`src/rtl/ifu_fetch_unit.sv`:
```
// Instruction fetch unit: fetch PC, req/gnt/rvalid memory port, 2-entry instruction queue.
// Optional IFU_PERF_EN adds a 32-bit fetch_count of instructions consumed by decode.
module ifu_fetch_unit #(
  parameter int unsigned     XLEN     = 32,
  parameter logic [XLEN-1:0] RESET_PC = '0
) (
  input  logic            clk,
  input  logic            cpu_rstn,
  input  logic            redirect_valid,
  input  logic [XLEN-1:0] redirect_pc,
  input  logic            trap_valid,
  input  logic [XLEN-1:0] trap_pc,
  output logic            imem_req,
  output logic [XLEN-1:0] imem_addr,
  input  logic            imem_gnt,
  input  logic            imem_rvalid,
  input  logic [31:0]     imem_rdata,
  output logic            instr_valid,
  output logic [31:0]     instr_data,
  output logic [XLEN-1:0] instr_pc,
  input  logic            instr_ready,
`ifdef IFU_PERF_EN
  output logic [31:0]     fetch_count,
`endif
  output logic [XLEN-1:0] current_pc,
  output logic            fetch_addr_misaligned
);

  typedef enum logic {StRun, StFault} state_e;

  state_e          state_q;
  logic [XLEN-1:0] current_pc_q;
  logic [XLEN-1:0] req_pc_q;
  logic            outstanding_q;
  logic            discard_q;
  logic [31:0]     data_q [2];
  logic [XLEN-1:0] pc_q   [2];
  logic            rd_ptr_q;
  logic            wr_ptr_q;
  logic [1:0]      count_q;

  logic            misaligned;
  logic            take_redirect;
  logic [XLEN-1:0] target;
  logic            grant;
  logic            push;
  logic            pop;

  always_comb begin
    misaligned    = current_pc_q[1:0] != 2'b00;
    // In FAULT only a trap can move the PC.
    take_redirect = trap_valid || (redirect_valid && (state_q == StRun));
    target        = trap_valid ? trap_pc : redirect_pc;
    // Reset gates the request so the port is quiet while cpu_rstn is held low.
    imem_req      = cpu_rstn && (state_q == StRun) && !misaligned && !outstanding_q &&
                    (count_q != 2'd2) && !redirect_valid && !trap_valid;
    grant         = imem_req && imem_gnt;
    // Responses are only accepted for a request we actually own.
    push          = imem_rvalid && outstanding_q && !discard_q && !take_redirect;
    pop           = instr_valid && instr_ready && !take_redirect;
  end

  assign imem_addr             = current_pc_q;
  assign current_pc            = current_pc_q;
  assign fetch_addr_misaligned = misaligned;
  assign instr_valid           = count_q != 2'd0;
  assign instr_data            = data_q[rd_ptr_q];
  assign instr_pc              = pc_q[rd_ptr_q];

  always_ff @(posedge clk or negedge cpu_rstn) begin
    if (!cpu_rstn) begin
      state_q       <= StRun;
      current_pc_q  <= RESET_PC;
      req_pc_q      <= '0;
      outstanding_q <= 1'b0;
      discard_q     <= 1'b0;
      rd_ptr_q      <= 1'b0;
      wr_ptr_q      <= 1'b0;
      count_q       <= 2'd0;
      for (int i = 0; i < 2; i++) begin
        data_q[i] <= '0;
        pc_q[i]   <= '0;
      end
    end else begin
      if (trap_valid) begin
        state_q <= StRun;
      end else if ((state_q == StRun) && !take_redirect && misaligned) begin
        state_q <= StFault;
      end

      if (take_redirect) begin
        current_pc_q <= target;
      end else if (grant) begin
        current_pc_q <= current_pc_q + XLEN'(4);
      end

      if (grant) begin
        outstanding_q <= 1'b1;
        req_pc_q      <= current_pc_q;
      end else if (imem_rvalid) begin
        outstanding_q <= 1'b0;
      end

      // A redirect with a response still in flight must drop that response later.
      if (imem_rvalid) begin
        discard_q <= 1'b0;
      end else if (take_redirect && outstanding_q) begin
        discard_q <= 1'b1;
      end

      if (take_redirect) begin
        rd_ptr_q <= 1'b0;
        wr_ptr_q <= 1'b0;
        count_q  <= 2'd0;
      end else begin
        if (push) begin
          data_q[wr_ptr_q] <= imem_rdata;
          pc_q[wr_ptr_q]   <= req_pc_q;
          wr_ptr_q         <= ~wr_ptr_q;
        end
        if (pop) begin
          rd_ptr_q <= ~rd_ptr_q;
        end
        unique case ({push, pop})
          2'b10:   count_q <= count_q + 2'd1;
          2'b01:   count_q <= count_q - 2'd1;
          default: count_q <= count_q;
        endcase
      end
    end
  end

`ifdef IFU_PERF_EN
  logic [31:0] fetch_count_q;

  always_ff @(posedge clk or negedge cpu_rstn) begin
    if (!cpu_rstn) begin
      fetch_count_q <= '0;
    end else if (instr_valid && instr_ready) begin
      fetch_count_q <= fetch_count_q + 32'd1;
    end
  end

  assign fetch_count = fetch_count_q;
`endif

endmodule

```
`config.mk`:
```
export PLATFORM = sky130hd
export DESIGN_NAME = ifu_fetch_unit
export DESIGN_NICKNAME = d
export VERILOG_FILES = /design/src/rtl/ifu_fetch_unit.sv
export SDC_FILE = /design/constraint.sdc
export NUM_CORES = 1
export LEC_CHECK = 0
export ABC_CLOCK_PERIOD_IN_PS = 3700
export BUFFER_PORTS_ARGS = -buffer_cell sky130_fd_sc_hd__buf_4
export CORE_ASPECT_RATIO = 0.8
export CORE_UTILIZATION = 58
export CTS_CLUSTER_DIAMETER = 150
export CTS_CLUSTER_SIZE = 8
export DETAILED_ROUTE_END_ITERATION = 8
export GPL_ROUTABILITY_DRIVEN = 1
export GPL_TIMING_DRIVEN = 0
export PLACE_DENSITY = 0.86
export SYNTH_ARGS = -nofsm -noshare
export SYNTH_HDL_FRONTEND = slang
export SYNTH_SLANG_ARGS = --single-unit
export TNS_END_PERCENT = 20
```
`constraint.sdc`:
```
create_clock -name clk -period 3.7 [get_ports clk]
set_input_delay 0.37 -clock clk [delete_from_list [all_inputs] [get_ports clk]]
set_output_delay 0.37 -clock clk [all_outputs]
set_load 0.01 [all_outputs]
```
==> impl_metrics.csv, run 1 <==
group,metric,value,unit
synth,synth_top_area_share,52.69,%
timing,finalSetupTns,0,ns
global_route,grt_pass1_vias,7423,
setup_path,critPathKind,"in -> reg",
synth,syn-num-nets,923,
floorplan,fp.dieArea,16810,sq um
place,dpl.hpwl,17940,um
pwr,ir_drop,344.0,uV
timing,fin_hold_ws,0.09371,ns
setup_path,crit_path_end_kind,"register",
clock_network,root_buffer,"clkbuf_16",
run_status,outcome,"finished clean",
global_route,grt_busiest_layer,"met2",
final_layout,fillers,1060,
pwr,pwr_density_cell,448.7,nW/um^2
timing,max-slew-margin-rel,42.15,%
timing,min_period,3.400,ns
place,port_buffers,233,
synth,yosys_warnings,0,
floorplan,start_util,59.63,%
final_layout,area_growth,28.42,%
timing,finClkSkew,0.008345,ns
place,gp_congestion,0.9407,
floorplan,io_pins,234,
setup_path,cp.required,4.08,ns
global_route,grt_first_pass_wirelength,39480,um
synth,synth.distinct_cells,51,
floorplan,die_height,116.2,um
setup_path,startpoint_type,"input port",
place,dp.cells,1268,
global_route,use_met3,8.364,%
drt,dr.pass1.iters,6,
synth,mappedNetlistArea,9452,sq um
clock_network,worstSkewPairLatency,0.45,ns
setup_path,critPathMaxFanout,125,
hold_path,hp-class,"in -> reg",
clock_network,htreeDepth,4,
clock_network,cts_made_buffers,17,
final_layout,final_common_cell,"buf_4",
drt,drt_iter0_markers,580,
synth,synth_edf_count,0,
global_route,antenna_found_initial,0,
drt,vias,7532,
final_layout,final_util,76.57,%
clock_network,cts_tree,"built",
final_layout,final_cell_mix,"264 x buf_4, 199 x dfrtp_1, 192 x mux2_2",
drt,routedWlPerCell,19.73,um
synth,synthTopCellsByArea,"dfrtp_1 53%, mux2_2 23%, nand2_1 5.0%, buf_4 2.5%, nor2_1 1.5%",
drt,drc,0,
synth,synthArstFlopShare,100.0,%
global_route,overflow,0,
floorplan,rows,41,
floorplan,core_area,15850,sq um
clock_network,ctsResizeCount,0,
setup_path,worstPathArrival,3.78,ns
timing,drv_slew,0,
timing,rsz0062_at_grt,"false",
job,max-cap-violations,0,
final_layout,final_net_count,1178,
final_layout,drive_above_1_share,47.19,%
global_route,grt_use_met2,51.44,%
drt,ant_nets,0,
drt,wirelength,25690,um
global_route,grt_max_degree,126,
timing,tightest_slew,0.8677,ns
synth,ys_seq_area_share,52.69,%
final_layout,final_cells,1302,
timing,fin_crit_sh,91.89,%
synth,synth-seq-cells,199,
clock_network,post_cts_buffers,0,
timing,setup_viol,0,
synth,yosys.area.top_type,"dfrtp_1",
timing,fmax,0.2941,GHz
clock_network,path_clk_slew,0.07,ns
clock_network,cts_sinks,199,
global_route,grt_usage,31.85,%
timing,hold_violations,0,
drt,avgViaCountPerCell,5.785,
synth,synth_ff_type,"dfrtp_1",
final_layout,antennaDiodeCount,0,
pwr,p_leak,0.006081,uW
synth,synth_cells,819,
synth,avgSynthCellArea,11.54,sq um
clock_network,cts_buffer_depth,2,
global_route,grt_use_met1,41.72,%
floorplan,die_w,144.7,um
## sequential cells by signal, indices dropped and copies added (netlist names), 2 cells and up
name	flops
pc_q	64
count_q	2
data_q	64
req_pc_q	32
current_pc	32
## logic make-up (layout without fill, tap and decap cells)
group,after synthesis,after routing,synth area share [%]
flops,199,199,52.69
fa+ha+maj,1,1,0.1324
simple gates,253,253,12.68
xor+xnor,15,15,1.390
buf+inv,81,349,4.647
mux,197,197,23.40
compound gates,73,73,5.057
## metrics by stage
stage	instance area, sq um	power [uW]	worst slack (ns)
finish	12140	5446	0.3002
CTS	12140	5457	0.4521
global route	12140	5672	0.1324
floorplan	9452	3081	1.669
global placement	11470	3586	-0.6961
detailed placement	11500	3629	0.1687
## cell type report
type / instances / area, sq um / area share, %
Sequential cell: 199 / 4980 / 41.03
Multi-Input combinational cell: 539 / 4033 / 33.22
Timing Repair Buffer: 236 / 1822 / 15.01
Clock buffer: 17 / 425.4 / 3.505
Buffer: 77 / 424.2 / 3.494
Tap cell: 215 / 269.0 / 2.216
Clock inverter: 15 / 170.2 / 1.402
Inverter: 4 / 15.01 / 0.1237
## worst paths after layout
check / start / depth (start not counted) / to / slack (ns)
worst min register to register: discard_q$_DFFE_PN0P_ / 2 / discard_q$_DFFE_PN0P_ / 0.50
max in group asynchronous: cpu_rstn / 3 / pc_q[16]$_DFFE_PN0P_ / 2.58
worst max-delay path: cpu_rstn / 10 / req_pc_q[21]$_DFFE_PN0P_ / 0.30
worst min-delay path: imem_rvalid / 2 / discard_q$_DFFE_PN0P_ / 0.09
min in group asynchronous: cpu_rstn / 3 / data_q[41]$_DFFE_PN0P_ / 0.52
worst max register to register: state_q$_DFFE_PN0P_ / 5 / pc_q[15]$_DFFE_PN0P_ / 0.96
## layer usage
metal	part of all wire (%)	vias up
li1	-	3372
met1	41	3719
met2	48	387
met3	8.6	54
met4	2.5	0
met5	0	-
## critical path: stages
cell and delay (ns):
dlygate4sd3_1 0.58, buf_8 0.13, buf_16 0.42, nor4b_1 0.47, and4b_1 0.29, clkbuf_1 0.29
buf_2 0.30, buf_1 0.51, nand2_1 0.18, nand2_1 0.09
## report_power, final
part | switching [uW] | internal (uW) | leakage, uW
sequential | 219 | 2390 | 0.00266
clock | 877 | 956 | 0.000281
combinational | 452 | 547 | 0.00314
## timing repair
action,CTS,global route
hold endpoints to repair,75,0
hold buffers,2,0
setup endpoints to repair,0,0
## synthesized netlist by cell type (all sizes together) (7+ instances only)
cell type	count
a211oi	12
a21oi	22
buf	53
clkbuf	24
dfrtp	199
mux2	192
nand2	127
nand2b	7
nand3	16
nand4	11
nor2	38
nor2b	7
nor3	20
o21ai	15
xnor2	9
Power figures use the tool's default switching activity.
==> run 2, diff against run 1 <==
--- a/config.mk
+++ b/config.mk
@@ -7,14 +7,16 @@
 export LEC_CHECK = 0
 export ABC_CLOCK_PERIOD_IN_PS = 3700
 export BUFFER_PORTS_ARGS = -buffer_cell sky130_fd_sc_hd__buf_4
+export CELL_PAD_IN_SITES_DETAIL_PLACEMENT = 0
+export CELL_PAD_IN_SITES_GLOBAL_PLACEMENT = 2
 export CORE_ASPECT_RATIO = 0.8
-export CORE_UTILIZATION = 58
+export CORE_UTILIZATION = 37
 export CTS_CLUSTER_DIAMETER = 150
 export CTS_CLUSTER_SIZE = 8
 export DETAILED_ROUTE_END_ITERATION = 8
 export GPL_ROUTABILITY_DRIVEN = 1
 export GPL_TIMING_DRIVEN = 0
-export PLACE_DENSITY = 0.86
+export PLACE_DENSITY_LB_ADDON = 0.1
 export SYNTH_ARGS = -nofsm -noshare
 export SYNTH_HDL_FRONTEND = slang
 export SYNTH_SLANG_ARGS = --single-unit
==> impl_metrics.csv, run 2 (synthesis gave the netlist of run 1 again) <==
group,metric,value,unit
pwr,seqPwrFrac,48.3,%
job,max-cap-violations,0,
final_layout,antennaDiodeCount,0,
setup_path,reg2reg_slack,0.96,ns
place,gp_congestion,0.8423,
setup_path,worstPathArrival,3.69,ns
clock_network,post_cts_buffers,0,
hold_path,holdPathStages,2,
setup_path,startpoint,"cpu_rstn",
pwr,p_switching,1552,uW
global_route,use_met3,4.568,%
timing,rsz0062_at_grt,"false",
clock_network,path_clk_slew,0.07,ns
timing,fmax,0.3016,GHz
final_layout,final_common_cell,"buf_4",
final_layout,drive_above_1_share,47.19,%
setup_path,slowest_stage,"dlygate4sd3_1",
setup_path,critPathMaxFanout,111,
setup_path,r2r_cells,5,
setup_path,startpoint_type,"input port",
drt,drt_iter0_markers,400,
hold_path,hp-class,"in -> reg",
place,dpl.hpwl,19460,um
floorplan,rows,51,
global_route,grt_first_pass_wirelength,42570,um
pwr,p_sw_share,28.67,%
pwr,p_int,3861,uW
timing,finClkSkew,0.01182,ns
floorplan,fp.dieArea,26190,sq um
pwr,pwr_density_cell,442.3,nW/um^2
clock_network,cts_tree,"built",
timing,min_period,3.316,ns
setup_path,crit_path_end_kind,"register",
drt,routedWlPerCell,19.25,um
final_layout,top_regs,"data_q (64), pc_q (64)",
setup_path,critPathKind,"in -> reg",
floorplan,core_area,24690,sq um
floorplan,die_height,145.0,um
clock_network,root_buffer,"clkbuf_16",
final_layout,final_net_count,1178,
drt,drc,0,
pwr,clkPwrFrac,33.5,%
final_layout,final_cell_mix,"264 x buf_4, 199 x dfrtp_1, 192 x mux2_2",
global_route,grt_busiest_layer,"met2",
final_layout,final_cells,1405,
setup_path,crit-reg2reg-capture,"pc_q[23]$_DFFE_PN0P_",
timing,max-slew-margin-rel,40.14,%
drt,ant_nets,0,
setup_path,crit_path_frequent_cell,"nand2_1",
setup_path,cp_cell_sequence,"dlygate4sd3_1, buf_8, buf_16, nor4b_1, and4b_1, clkbuf_1, buf_2, buf_1, nand2_1, nand2_1",
timing,setup_viol,0,
setup_path,endpoint,"req_pc_q[22]$_DFFE_PN0P_",
global_route,grt_max_degree,112,
global_route,grt_usage,21.26,%
place,port_buffers,233,
setup_path,timing.rr.start,"state_q$_DFFE_PN0P_",
floorplan,io_pins,234,
drt,dr.pass1.iters,4,
global_route,antenna_found_initial,0,
clock_network,htreeDepth,4,
place,dp.cells,1371,
timing,tightest_slew,0.8930,ns
clock_network,cts_made_buffers,17,
timing,hold_violations,0,
final_layout,area_growth,29.47,%
floorplan,start_util,38.27,%
timing,fin_crit_sh,89.63,%
global_route,grt_use_met2,32.28,%
timing,drv_slew,0,
drt,avgViaCountPerCell,5.093,
pwr,p_comb_share,18.1,%
run_status,outcome,"finished clean",
pwr,p_leak,0.006075,uW
setup_path,cp.required,4.08,ns
pwr,ir_drop,330.8,uV
global_route,grt_use_met1,31.30,%
setup_path,cp_slowest_stage_delay,0.56,ns
clock_network,cts_sinks,199,
clock_network,worstSkewPairLatency,0.45,ns
global_route,grt_pass1_vias,7210,
timing,fin_hold_ws,0.09542,ns
global_route,overflow,0,
drt,wirelength,27050,um
drt,vias,7156,
clock_network,cts_buffer_depth,2,
floorplan,die_w,180.7,um
-- run 2: final cells by class --
type / instances / area, sq um
Sequential cell: 199 / 4980
Buffer: 77 / 424.2
Tap cell: 318 / 397.9
Fill cell: 2300 / 12460
Multi-Input combinational cell: 539 / 4033
Clock inverter: 13 / 112.6
Clock buffer: 19 / 452.9
Inverter: 4 / 15.01
Timing Repair Buffer: 236 / 1822
-- run 2: worst min-delay path by stage --
stage,from,slack [ns],to
6_report,imem_rvalid,0.1,discard_q$_DFFE_PN0P_
5_1_grt,imem_rvalid,0.07,discard_q$_DFFE_PN0P_
4_1_cts,imem_rvalid,0.08,discard_q$_DFFE_PN0P_
3_5_place_dp,cpu_rstn,0.43,pc_q[52]$_DFFE_PN0P_
3_3_place_gp,discard_q$_DFFE_PN0P_,0.47,discard_q$_DFFE_PN0P_
2_1_floorplan,cpu_rstn,0.07,count_q[0]$_DFFE_PN0P_
-- run 2: layer usage --
layer,up-vias,share of wire (%)
met5,-,0
met4,0,0.57
met3,8,4.4
met2,174,45
met1,3608,50
li1,3366,-
-- run 2: per-stage QoR --
step | util (%) | setup TNS, ns | total power [uW] | worst slack [ns] | area [sq um]
global placement | 46.97 | -42.22 | 3629 | -0.9100 | 11600
global route | 49.55 | 0 | 5683 | 0.1312 | 12240
CTS | 49.55 | 0 | 5477 | 0.4269 | 12240
detailed placement | 47.11 | 0 | 3646 | 0.03480 | 11630
finish | 49.55 | 0 | 5413 | 0.3838 | 12240
floorplan | - | 0 | 3081 | 1.669 | 9452
-- run 2: timing repair --
item                      in CTS  in global routing
resized for setup              0                  0
hold buffers                   2                  0
hold endpoints to repair      89                  0
-- run 2: worst max-delay path: cells and delay by family --
kind	cells	cell delay (ns)
buffers and inverters	6	2.17
and+or+nand+nor	4	1.01
-- run 2: power by group through the flow --
stage	Clock, uW	Combinational [uW]	Sequential [uW]
after global routing	1960	1070	2650
after detailed placement	0	986	2660
after global placement	0	975	2650
after CTS	1860	996	2620
final	1820	981	2620
after floorplan	0	494	2590
==> run 3, diff against run 2 <==
==> constraint.sdc (replaced) <==
create_clock -name clk -period 3.7 [get_ports clk]
set_input_delay 0.74 -clock clk [delete_from_list [all_inputs] [get_ports clk]]
set_output_delay 0.74 -clock clk [all_outputs]
set_load 0.01 [all_outputs]
==> impl_metrics.csv, run 3 (synthesis gave the netlist of run 1 again) <==
group,metric,value,unit
floorplan,fp.dieArea,26190,sq um
timing,fmax,0.3101,GHz
setup_path,r2r_cells,5,
timing,tightest_slew,0.8889,ns
setup_path,cp_cell_sequence,"clkbuf_1, clkbuf_1, mux2_2, buf_4",
timing,fin_hold_ws,0.1902,ns
floorplan,die_height,145.0,um
setup_path,worstPathArrival,2.49,ns
pwr,p_comb_share,18.1,%
global_route,use_met3,4.568,%
timing,setup_viol,0,
pwr,clkPwrFrac,33.6,%
floorplan,io_pins,234,
clock_network,path_clk_slew,0.08,ns
timing,hold_violations,0,
final_layout,final_cells,1404,
pwr,p_int,3860,uW
global_route,grt_use_met1,31.28,%
setup_path,crit-reg2reg-capture,"pc_q[23]$_DFFE_PN0P_",
global_route,grt_busiest_layer,"met2",
place,gp_congestion,0.8423,
pwr,ir_drop,331.0,uV
job,max-cap-violations,0,
hold_path,hp-class,"in -> async",
timing,min_period,3.225,ns
run_status,outcome,"finished clean",
timing,fin_crit_sh,87.17,%
place,dpl.hpwl,19460,um
timing,rsz0062_at_grt,"false",
drt,wirelength,27210,um
drt,avgViaCountPerCell,5.143,
global_route,antenna_found_initial,0,
final_layout,final_net_count,1177,
setup_path,timing.rr.start,"state_q$_DFFE_PN0P_",
clock_network,htreeDepth,4,
global_route,grt_first_pass_wirelength,42530,um
global_route,overflow,0,
final_layout,final_cell_mix,"264 x buf_4, 199 x dfrtp_1, 192 x mux2_2",
setup_path,critical_path_depth,4,
setup_path,crit_path_end_kind,"output port",
final_layout,antennaDiodeCount,0,
drt,ant_nets,0,
floorplan,start_util,38.27,%
pwr,p_leak,0.006072,uW
setup_path,reg2reg_slack,0.97,ns
drt,dr.pass1.iters,4,
floorplan,core_area,24690,sq um
floorplan,die_w,180.7,um
global_route,grt_max_degree,112,
clock_network,cts_sinks,199,
final_layout,area_growth,29.39,%
floorplan,rows,51,
place,dp.cells,1371,
pwr,p_switching,1553,uW
clock_network,post_cts_buffers,0,
pwr,p_sw_share,28.69,%
setup_path,startpoint,"rd_ptr_q$_DFFE_PN0P_",
global_route,grt_usage,21.24,%
setup_path,crit_path_frequent_cell,"clkbuf_1",
clock_network,root_buffer,"clkbuf_16",
setup_path,critPathMaxFanout,10,
final_layout,top_regs,"data_q (64), pc_q (64)",
clock_network,cts_buffer_depth,2,
setup_path,cpLargestDelayFamily,"buffers and inverters",
setup_path,cp.required,2.96,ns
clock_network,cts_tree,"built",
timing,drv_slew,0,
drt,drc,0,
pwr,pwr_density_cell,442.7,nW/um^2
setup_path,endpoint,"instr_pc[17]",
place,port_buffers,233,
final_layout,drive_above_1_share,47.24,%
pwr,seqPwrFrac,48.3,%
setup_path,critPathKind,"reg -> out",
setup_path,slowest_stage,"clkbuf_1",
final_layout,final_common_cell,"buf_4",
global_route,grt_pass1_vias,7195,
clock_network,worstSkewPairLatency,0.44,ns
setup_path,startpoint_type,"register",
setup_path,cp_slowest_stage_delay,0.67,ns
final_layout,final_util,49.52,%
clock_network,cts_made_buffers,17,
global_route,grt_use_met2,32.24,%
timing,finClkSkew,0.01080,ns
drt,routedWlPerCell,19.38,um
timing,max-slew-margin-rel,40.42,%
drt,drt_iter0_markers,438,
drt,vias,7221,
setup_path,path_buf_inv,3,
-- run 3: final cells by class --
| cell class | instances | area (sq um) |
|---|---|---|
| tap | 318 | 397.9 |
| clock inverter | 13 | 112.6 |
| clock buffer | 19 | 452.9 |
| inverter | 4 | 15.01 |
| fill | 2301 | 12470 |
| buffer | 77 | 424.2 |
| sequential | 199 | 4980 |
| multi-input combinational | 539 | 4033 |
| timing repair buffer | 235 | 1814 |
-- run 3: worst min path at each step --
| stage | endpoint | cells past startpoint | startpoint | slack, ns |
|---|---|---|---|---|
| after global placement | discard_q$_DFFE_PN0P_ | 2 | discard_q$_DFFE_PN0P_ | 0.47 |
| after CTS | pc_q[52]$_DFFE_PN0P_ | 1 | cpu_rstn | 0.31 |
| after floorplan | count_q[0]$_DFFE_PN0P_ | 0 | cpu_rstn | 0.44 |
| after detailed placement | discard_q$_DFFE_PN0P_ | 2 | discard_q$_DFFE_PN0P_ | 0.48 |
| after global routing | pc_q[52]$_DFFE_PN0P_ | 1 | cpu_rstn | 0.22 |
| final | pc_q[52]$_DFFE_PN0P_ | 1 | cpu_rstn | 0.19 |
-- run 3: through the flow --
step	TNS, ns	cell area [sq um]	setup WS [ns]	power (uW)
3_3_place_gp	-66.17	11600	-1.280	3629
6_report	0	12230	0.4749	5414
4_1_cts	0	12200	0.1186	5472
5_1_grt	0	12230	0.1970	5683
2_1_floorplan	0	9452	1.372	3081
3_5_place_dp	-8.325	11630	-0.3352	3646
-- run 3: layer usage --
metal  vias to the layer above  part of all wire (%)  wire (um)
met5                         -                     0          0
met4                         0                  0.80        219
met3                        12                   4.7       1281
met2                       196                    45      12290
met1                      3645                    49      13420
li1                       3368                     -          -
-- run 3: power groups by stage --
stage | Clock, uW | Combinational (uW) | Sequential (uW)
after detailed placement | 0 | 986 | 2660
after global routing | 1960 | 1070 | 2650
final | 1820 | 980 | 2620
after CTS | 1860 | 991 | 2620
after floorplan | 0 | 494 | 2590
after global placement | 0 | 975 | 2650
-- run 3: repair_timing --
| action | 4_1_cts | 5_1_grt |
|---|---|---|
| gates resized for setup | 0 | 1 |
| hold buffers | 0 | 0 |
| setup endpoints to repair | 0 | 24 |
